File: config.mk
export PLATFORM = sky130hd
export DESIGN_NAME = immediate_formatter_flat
export DESIGN_NICKNAME = d
export VERILOG_FILES = /design/src/rtl/immediate_formatter_if.sv /design/src/rtl/immediate_formatter.sv /design/src/flat_wrapper.sv
export SDC_FILE = /design/constraint.sdc
export NUM_CORES = 1
export LEC_CHECK = 0
export CAP_MARGIN = 10
export CORE_MARGIN = 1
export CORE_UTILIZATION = 60
export DETAILED_ROUTE_END_ITERATION = 12
export DONT_BUFFER_PORTS = 1
export GPL_ROUTABILITY_DRIVEN = 0
export GPL_TIMING_DRIVEN = 0
export PLACE_DENSITY = 0.76
export SLEW_MARGIN = 20
export SYNTH_ARGS = -nofsm -noshare
export SYNTH_HDL_FRONTEND = slang
export SYNTH_SLANG_ARGS = --single-unit
File: constraint.sdc
create_clock -name clk_in -period 4 [get_ports clk_in]
set_input_delay 0.8 -clock clk_in [delete_from_list [all_inputs] [get_ports clk_in]]
set_output_delay 0.8 -clock clk_in [all_outputs]
set_load 0.02 [all_outputs]
File: src/rtl/immediate_formatter_if.sv
// Character-stream bundle between a formatting requester and the immediate formatter.
// The requester drives start/options and char_ready; the formatter drives the character side.
interface immediate_formatter_if;
  logic        start;
  logic [31:0] value;
  logic        suppress_zeros;
  logic        use_comma;
  logic [7:0]  ascii_out;
  logic        char_valid;
  logic        char_ready;
  logic        busy_flag;
  logic        done_flag;

  modport master (
    output start, value, suppress_zeros, use_comma, char_ready,
    input  ascii_out, char_valid, busy_flag, done_flag
  );

  modport slave (
    input  start, value, suppress_zeros, use_comma, char_ready,
    output ascii_out, char_valid, busy_flag, done_flag
  );
endinterface

File: src/rtl/immediate_formatter.sv
// Turns a 32-bit immediate into the ASCII stream "0x<hex digits><delimiter>",
// one character per valid/ready transfer, re-parsable by the assembler.
module immediate_formatter #(
  parameter bit LOWERCASE = 1'b0,
  parameter int DIGITS    = 8
) (
  input logic clk_in,
  input logic rst_in,
  immediate_formatter_if.slave fmt
);

  typedef enum logic [2:0] {
    S_IDLE,
    S_PREFIX0,
    S_PREFIX_X,
    S_DIGITS,
    S_DELIM,
    S_DONE
  } state_t;

  localparam logic [31:0] VALUE_MASK =
    (DIGITS >= 8) ? 32'hFFFF_FFFF : ((32'd1 << (4 * DIGITS)) - 32'd1);

  state_t      state_q;
  logic [31:0] shift_q;
  logic [3:0]  count_q;
  logic        comma_q;
  logic [7:0]  ascii_q;
  logic        valid_q;
  logic        busy_q;
  logic        done_q;

  logic [31:0] masked_d;
  logic [3:0]  count_d;
  logic [31:0] shift_d;

  function automatic logic [7:0] hexChar(input logic [3:0] nibble);
    if (nibble < 4'd10) return 8'h30 + {4'h0, nibble};
    return (LOWERCASE ? 8'h57 : 8'h37) + {4'h0, nibble};
  endfunction

  // Capture-time digit count and left-aligned shift image, so the first
  // emitted digit always sits in the top nibble.
  always_comb begin
    masked_d = fmt.value & VALUE_MASK;
    count_d  = fmt.suppress_zeros ? 4'd1 : 4'(DIGITS);
    if (fmt.suppress_zeros) begin
      for (int i = 1; i < 8; i++) begin
        if (masked_d[4*i +: 4] != 4'h0) count_d = 4'(i + 1);
      end
    end
    shift_d = masked_d << {4'd8 - count_d, 2'b00};
  end

  always_ff @(posedge clk_in) begin
    if (rst_in) begin
      state_q <= S_IDLE;
      shift_q <= '0;
      count_q <= '0;
      comma_q <= 1'b0;
      ascii_q <= 8'h00;
      valid_q <= 1'b0;
      busy_q  <= 1'b0;
      done_q  <= 1'b0;
    end else begin
      done_q <= 1'b0;
      case (state_q)
        S_IDLE: begin
          if (fmt.start) begin
            shift_q <= shift_d;
            count_q <= count_d;
            comma_q <= fmt.use_comma;
            ascii_q <= 8'h30;
            valid_q <= 1'b1;
            busy_q  <= 1'b1;
            state_q <= S_PREFIX0;
          end
        end
        S_PREFIX0: begin
          if (fmt.char_ready) begin
            ascii_q <= 8'h78;
            state_q <= S_PREFIX_X;
          end
        end
        S_PREFIX_X: begin
          if (fmt.char_ready) begin
            ascii_q <= hexChar(shift_q[31:28]);
            state_q <= S_DIGITS;
          end
        end
        S_DIGITS: begin
          if (fmt.char_ready) begin
            shift_q <= shift_q << 4;
            count_q <= count_q - 4'd1;
            if (count_q == 4'd1) begin
              ascii_q <= comma_q ? 8'h2C : 8'h20;
              state_q <= S_DELIM;
            end else begin
              ascii_q <= hexChar(shift_q[27:24]);
            end
          end
        end
        S_DELIM: begin
          if (fmt.char_ready) begin
            ascii_q <= 8'h00;
            valid_q <= 1'b0;
            done_q  <= 1'b1;
            state_q <= S_DONE;
          end
        end
        S_DONE: begin
          busy_q  <= 1'b0;
          state_q <= S_IDLE;
        end
        default: begin
          valid_q <= 1'b0;
          busy_q  <= 1'b0;
          state_q <= S_IDLE;
        end
      endcase
    end
  end

  assign fmt.ascii_out  = ascii_q;
  assign fmt.char_valid = valid_q;
  assign fmt.busy_flag  = busy_q;
  assign fmt.done_flag  = done_q;

endmodule
File: src/flat_wrapper.sv
// flat-port wrapper written by rule: the top's interface ports become plain ports
module immediate_formatter_flat 
#(
  parameter bit LOWERCASE = 1'b0,
  parameter int DIGITS    = 8
)
  (clk_in, rst_in, fmt_start, fmt_value, fmt_suppress_zeros, fmt_use_comma, fmt_char_ready, fmt_ascii_out, fmt_char_valid, fmt_busy_flag, fmt_done_flag);
  immediate_formatter_if fmt_i ();
  input logic clk_in;
  input logic rst_in;
  input wire logic [$bits(fmt_i.start)-1:0] fmt_start;
  input wire logic [$bits(fmt_i.value)-1:0] fmt_value;
  input wire logic [$bits(fmt_i.suppress_zeros)-1:0] fmt_suppress_zeros;
  input wire logic [$bits(fmt_i.use_comma)-1:0] fmt_use_comma;
  input wire logic [$bits(fmt_i.char_ready)-1:0] fmt_char_ready;
  output wire logic [$bits(fmt_i.ascii_out)-1:0] fmt_ascii_out;
  output wire logic [$bits(fmt_i.char_valid)-1:0] fmt_char_valid;
  output wire logic [$bits(fmt_i.busy_flag)-1:0] fmt_busy_flag;
  output wire logic [$bits(fmt_i.done_flag)-1:0] fmt_done_flag;
  assign fmt_i.start = fmt_start;
  assign fmt_i.value = fmt_value;
  assign fmt_i.suppress_zeros = fmt_suppress_zeros;
  assign fmt_i.use_comma = fmt_use_comma;
  assign fmt_i.char_ready = fmt_char_ready;
  assign fmt_ascii_out = fmt_i.ascii_out;
  assign fmt_char_valid = fmt_i.char_valid;
  assign fmt_busy_flag = fmt_i.busy_flag;
  assign fmt_done_flag = fmt_i.done_flag;
  immediate_formatter #(.LOWERCASE(LOWERCASE), .DIGITS(DIGITS)) u_core (.clk_in(clk_in), .rst_in(rst_in), .fmt(fmt_i));
endmodule
==> results.py <==
metrics = {
    "critical_path": {
        "crit_path_start_kind": "input port",
        "crit_top_cell": "clkbuf_1",
        "worstPathRequired_ps": 4210,
        "cpMaxStageDelayCell": "nor4_1",
        "crit_type": "input port to flip-flop",
        "crit_path_end_kind": "flip-flop",
        "max_stage_delay_ps": 330,
        "path_cells": "nor4_1, and2_1, clkbuf_1, o21a_1, buf_6, inv_1, buf_2, ha_1, nand2b_1, a21oi_1, or2_2, clkbuf_1, a21bo_2, a32o_1",
        "worst-endpoint-arrival_ps": 3980,
        "crit_fanout": 10,
    },
    "timing": {
        "tightest_slew_ps": 632.0,
        "slew-limit-headroom": 0.5777,
        "fin_crit_sh": 0.9417,
        "fin_skew_ps": 10.71,
        "period_minus_slack_ps": 3767,
        "hold_viol_final": 0,
        "rsz0062_at_grt": "false",
        "setup_violations": 0,
        "fmax_mhz": 265.5,
        "slew_viol_final": 0,
    },
    "die": {
        "die_area_um2": 6202,
        "die_height_um": 78.76,
        "die_w_um": 78.76,
        "start_util": 0.6303,
        "rows": 27,
        "ioPinCount": 49,
        "core_area_um2": 5608,
    },
    "global_routing": {
        "overflow": 0,
        "grt_pass1_wl_mm": 16.84,
        "antenna_found_initial": 0,
        "grt_max_degree": 15,
        "grt_usage": 0.3528,
        "grt_pass1_vias": 3410,
    },
    "power": {
        "p_leak_nw": 1.300,
        "powerDensity_nw_per_um2": 336.2,
        "p_seq_frac": 0.470,
        "peakVddDrop_mv": 0.3362,
        "power.switching_mw": 0.4020,
        "p_int_mw": 0.8561,
        "sw_frac_of_total": 0.3195,
        "pwr-share-clk": 0.286,
        "combPwrFrac": 0.244,
    },
    "cells_and_area": {
        "antenna_cells": 0,
        "multiInputGateArea_um2": 2282,
        "seq_area_um2": 1001,
        "area_growth_pct": 5.876,
        "nets": 504,
        "stdcell_area_um2": 3742,
        "drive_gt1_frac": 0.09957,
        "fin_cells": 534,
        "nFillCells": 509,
    },
    "synthesis": {
        "synthesis.nets": 497,
        "ys_ff_latch": 50,
        "synth_cells": 454,
        "synth_async_sr_flop_share": 0,
        "synth_cell_types": 58,
        "syn_area_um2": 3535,
        "yosysWarnings": 0,
        "synthFlopType": "dfxtp_1",
        "synth_edf_count": 0,
        "ys_seq_area_frac": 0.2832,
        "syn_area_per_cell_um2": 7.786,
    },
    "cts": {
        "cts_setup_buffers": 0,
        "clk_pin_slew_ps": 90,
        "h-tree-depth": 2,
        "cts_sinks": 50,
        "cts_buffers": 5,
        "insertion_delay_ps": 310,
        "cts_root_buf": "clkbuf_8",
        "clock_path_buffers": 2,
        "cts_tree": "done",
    },
    "place": {
        "dpl_cell_area_um2": 3625,
        "hpwl_mm": 8.145,
        "port_buffers": 0,
        "placed_cells": 526,
    },
    "drt": {
        "drtPass1Iterations": 5,
        "vias": 3649,
        "route.detailed.vias_per_inst": 6.833,
        "wire_per_inst_um": 19.84,
        "drt_iter0_drc": 404,
        "postRouteAntennaNets": 0,
        "drc": 0,
        "drt-total-wl_mm": 10.60,
    },
    "worst_hold_path": {
        "min_path_type": "flip-flop to flip-flop",
    },
    "run_status": {
        "status": "completed",
    },
    "job": {
        "cap_viol_max_count": 0,
    },
}
cells in the mapped netlist, drive strengths merged (3+ instances only):
master / n / area share
ha: 5 / 0.018
buf: 9 / 0.020
nor3: 16 / 0.024
clkbuf: 29 / 0.031
nor2: 59 / 0.063
a21oi: 40 / 0.057
o211ai: 8 / 0.017
o22ai: 7 / 0.012
a221oi: 11 / 0.033
a32oi: 5 / 0.012
a311oi: 7 / 0.017
dfxtp: 50 / 0.28
o41ai: 3 / 0.0074
and3: 8 / 0.014
a22oi: 4 / 0.0085
or4: 3 / 0.0064
mux4: 8 / 0.051
mux2: 8 / 0.029
a31oi: 6 / 0.011
nor4: 7 / 0.012
a21o: 5 / 0.011
o21ai: 21 / 0.031
or2: 3 / 0.0053
nand4: 4 / 0.0071
a221o: 3 / 0.0085
a32o: 5 / 0.014
mux2i: 8 / 0.023
a211oi: 18 / 0.038
a21bo: 4 / 0.011
nand2: 36 / 0.038
nand3: 8 / 0.011
inv: 21 / 0.022
xnor2: 3 / 0.0074
power groups by stage:
stage / logic, mW / registers (mW) / clock network (mW)
floorplan: 0.234 / 0.594 / 0
global placement: 0.292 / 0.601 / 0
detailed placement: 0.297 / 0.603 / 0
CTS: 0.299 / 0.591 / 0.360
global route: 0.335 / 0.597 / 0.382
finish: 0.307 / 0.592 / 0.360
through the flow:
| stage | util | setup WS [ps] | hold slack (ps) | setup TNS [ps] | power, mW |
|---|---|---|---|---|---|
| final | 0.6673 | 233.3 | 494.3 | 0 | 1.258 |
| after global routing | 0.6673 | 15.66 | 523.7 | 0 | 1.314 |
| after CTS | 0.6656 | 126.0 | 496.1 | 0 | 1.250 |
| after detailed placement | 0.6464 | -338.5 | 480.4 | -2601 | 0.9003 |
| after global placement | 0.6464 | -324.1 | 473.5 | -2246 | 0.8926 |
| after floorplan | - | 344.9 | 453.8 | 0 | 0.8275 |
final cells by class:
type / count / area share
Sequential cell: 50 / 0.2675
Multi-Input combinational cell: 345 / 0.6098
Buffer: 38 / 0.04915
Clock buffer: 7 / 0.02039
Inverter: 21 / 0.02106
Clock inverter: 1 / 0.008024
Tap cell: 72 / 0.02407
worst paths after layout:
path / from / end / slack [ps] / cells after the start
worst max-delay path: fmt_value[29] / u_core.shift_q[26] / 230 / 14
worst max register to register: u_core.state_q[0] / u_core.shift_q[19] / 1430 / 7
worst min register to register: u_core.shift_q[13] / u_core.shift_q[13] / 490 / 2
worst min-delay path: u_core.shift_q[13] / u_core.shift_q[13] / 490 / 2
worst max-delay path: cells and delay by family:
family / cells / cell delay (ps)
simple gates: 4 / 850
buf+inv: 5 / 1040
fa+ha+maj: 1 / 230
compound gates: 4 / 1050
per-layer routing:
metal	vias up	share of wire	track usage	routed length, um
met2	213	0.47	0.5826	4946
li1	1720	-	-	-
met3	40	0.11	0.08276	1122
met1	1676	0.39	0.4370	4123
met5	-	0	0	0
met4	0	0.038	0.1537	403
sequential cells by signal, summed over array words and instances (netlist names):
| name | count |
|---|---|
| u_core.fmt.char_valid | 1 |
| u_core.state_q | 3 |
| u_core.fmt.ascii_out | 7 |
| u_core.count_q | 4 |
| u_core.fmt.done_flag | 1 |
| u_core.comma_q | 1 |
| u_core.fmt.busy_flag | 1 |
| u_core.shift_q | 32 |
cells by family after synthesis:
kind of cell	share of synthesized area
AOI/OAI and AO/OA	0.3094
xor gates and xnor gates	0.009913
adders and majority gates	0.01770
buffers and inverters	0.07292
DFF	0.2832
muxes	0.1023
other	0.001061
and+or+nand+nor	0.2035
what timing repair did:
action                     4_1_cts  5_1_grt
setup endpoints to repair        1        9
hold buffers                     0        0
gates resized for setup          1        7
placed cells by master (no fill, tap or decap), drive strengths merged, types with 5 or more instances in the layout:
| cell | instances |
|---|---|
| a21o | 5 |
| and3 | 8 |
| nor4 | 7 |
| buf | 9 |
| mux2 | 8 |
| a31oi | 6 |
| mux2i | 8 |
| nor3 | 16 |
| inv | 21 |
| nor2 | 59 |
| a221oi | 11 |
| o211ai | 8 |
| nand2 | 36 |
| o21ai | 21 |
| nand3 | 8 |
| mux4 | 8 |
| a21oi | 40 |
| a311oi | 7 |
| clkbuf | 36 |
| a32oi | 5 |
| dfxtp | 50 |
| ha | 5 |
| a32o | 5 |
| o22ai | 7 |
| a211oi | 18 |
Power figures use the tool's default switching activity.
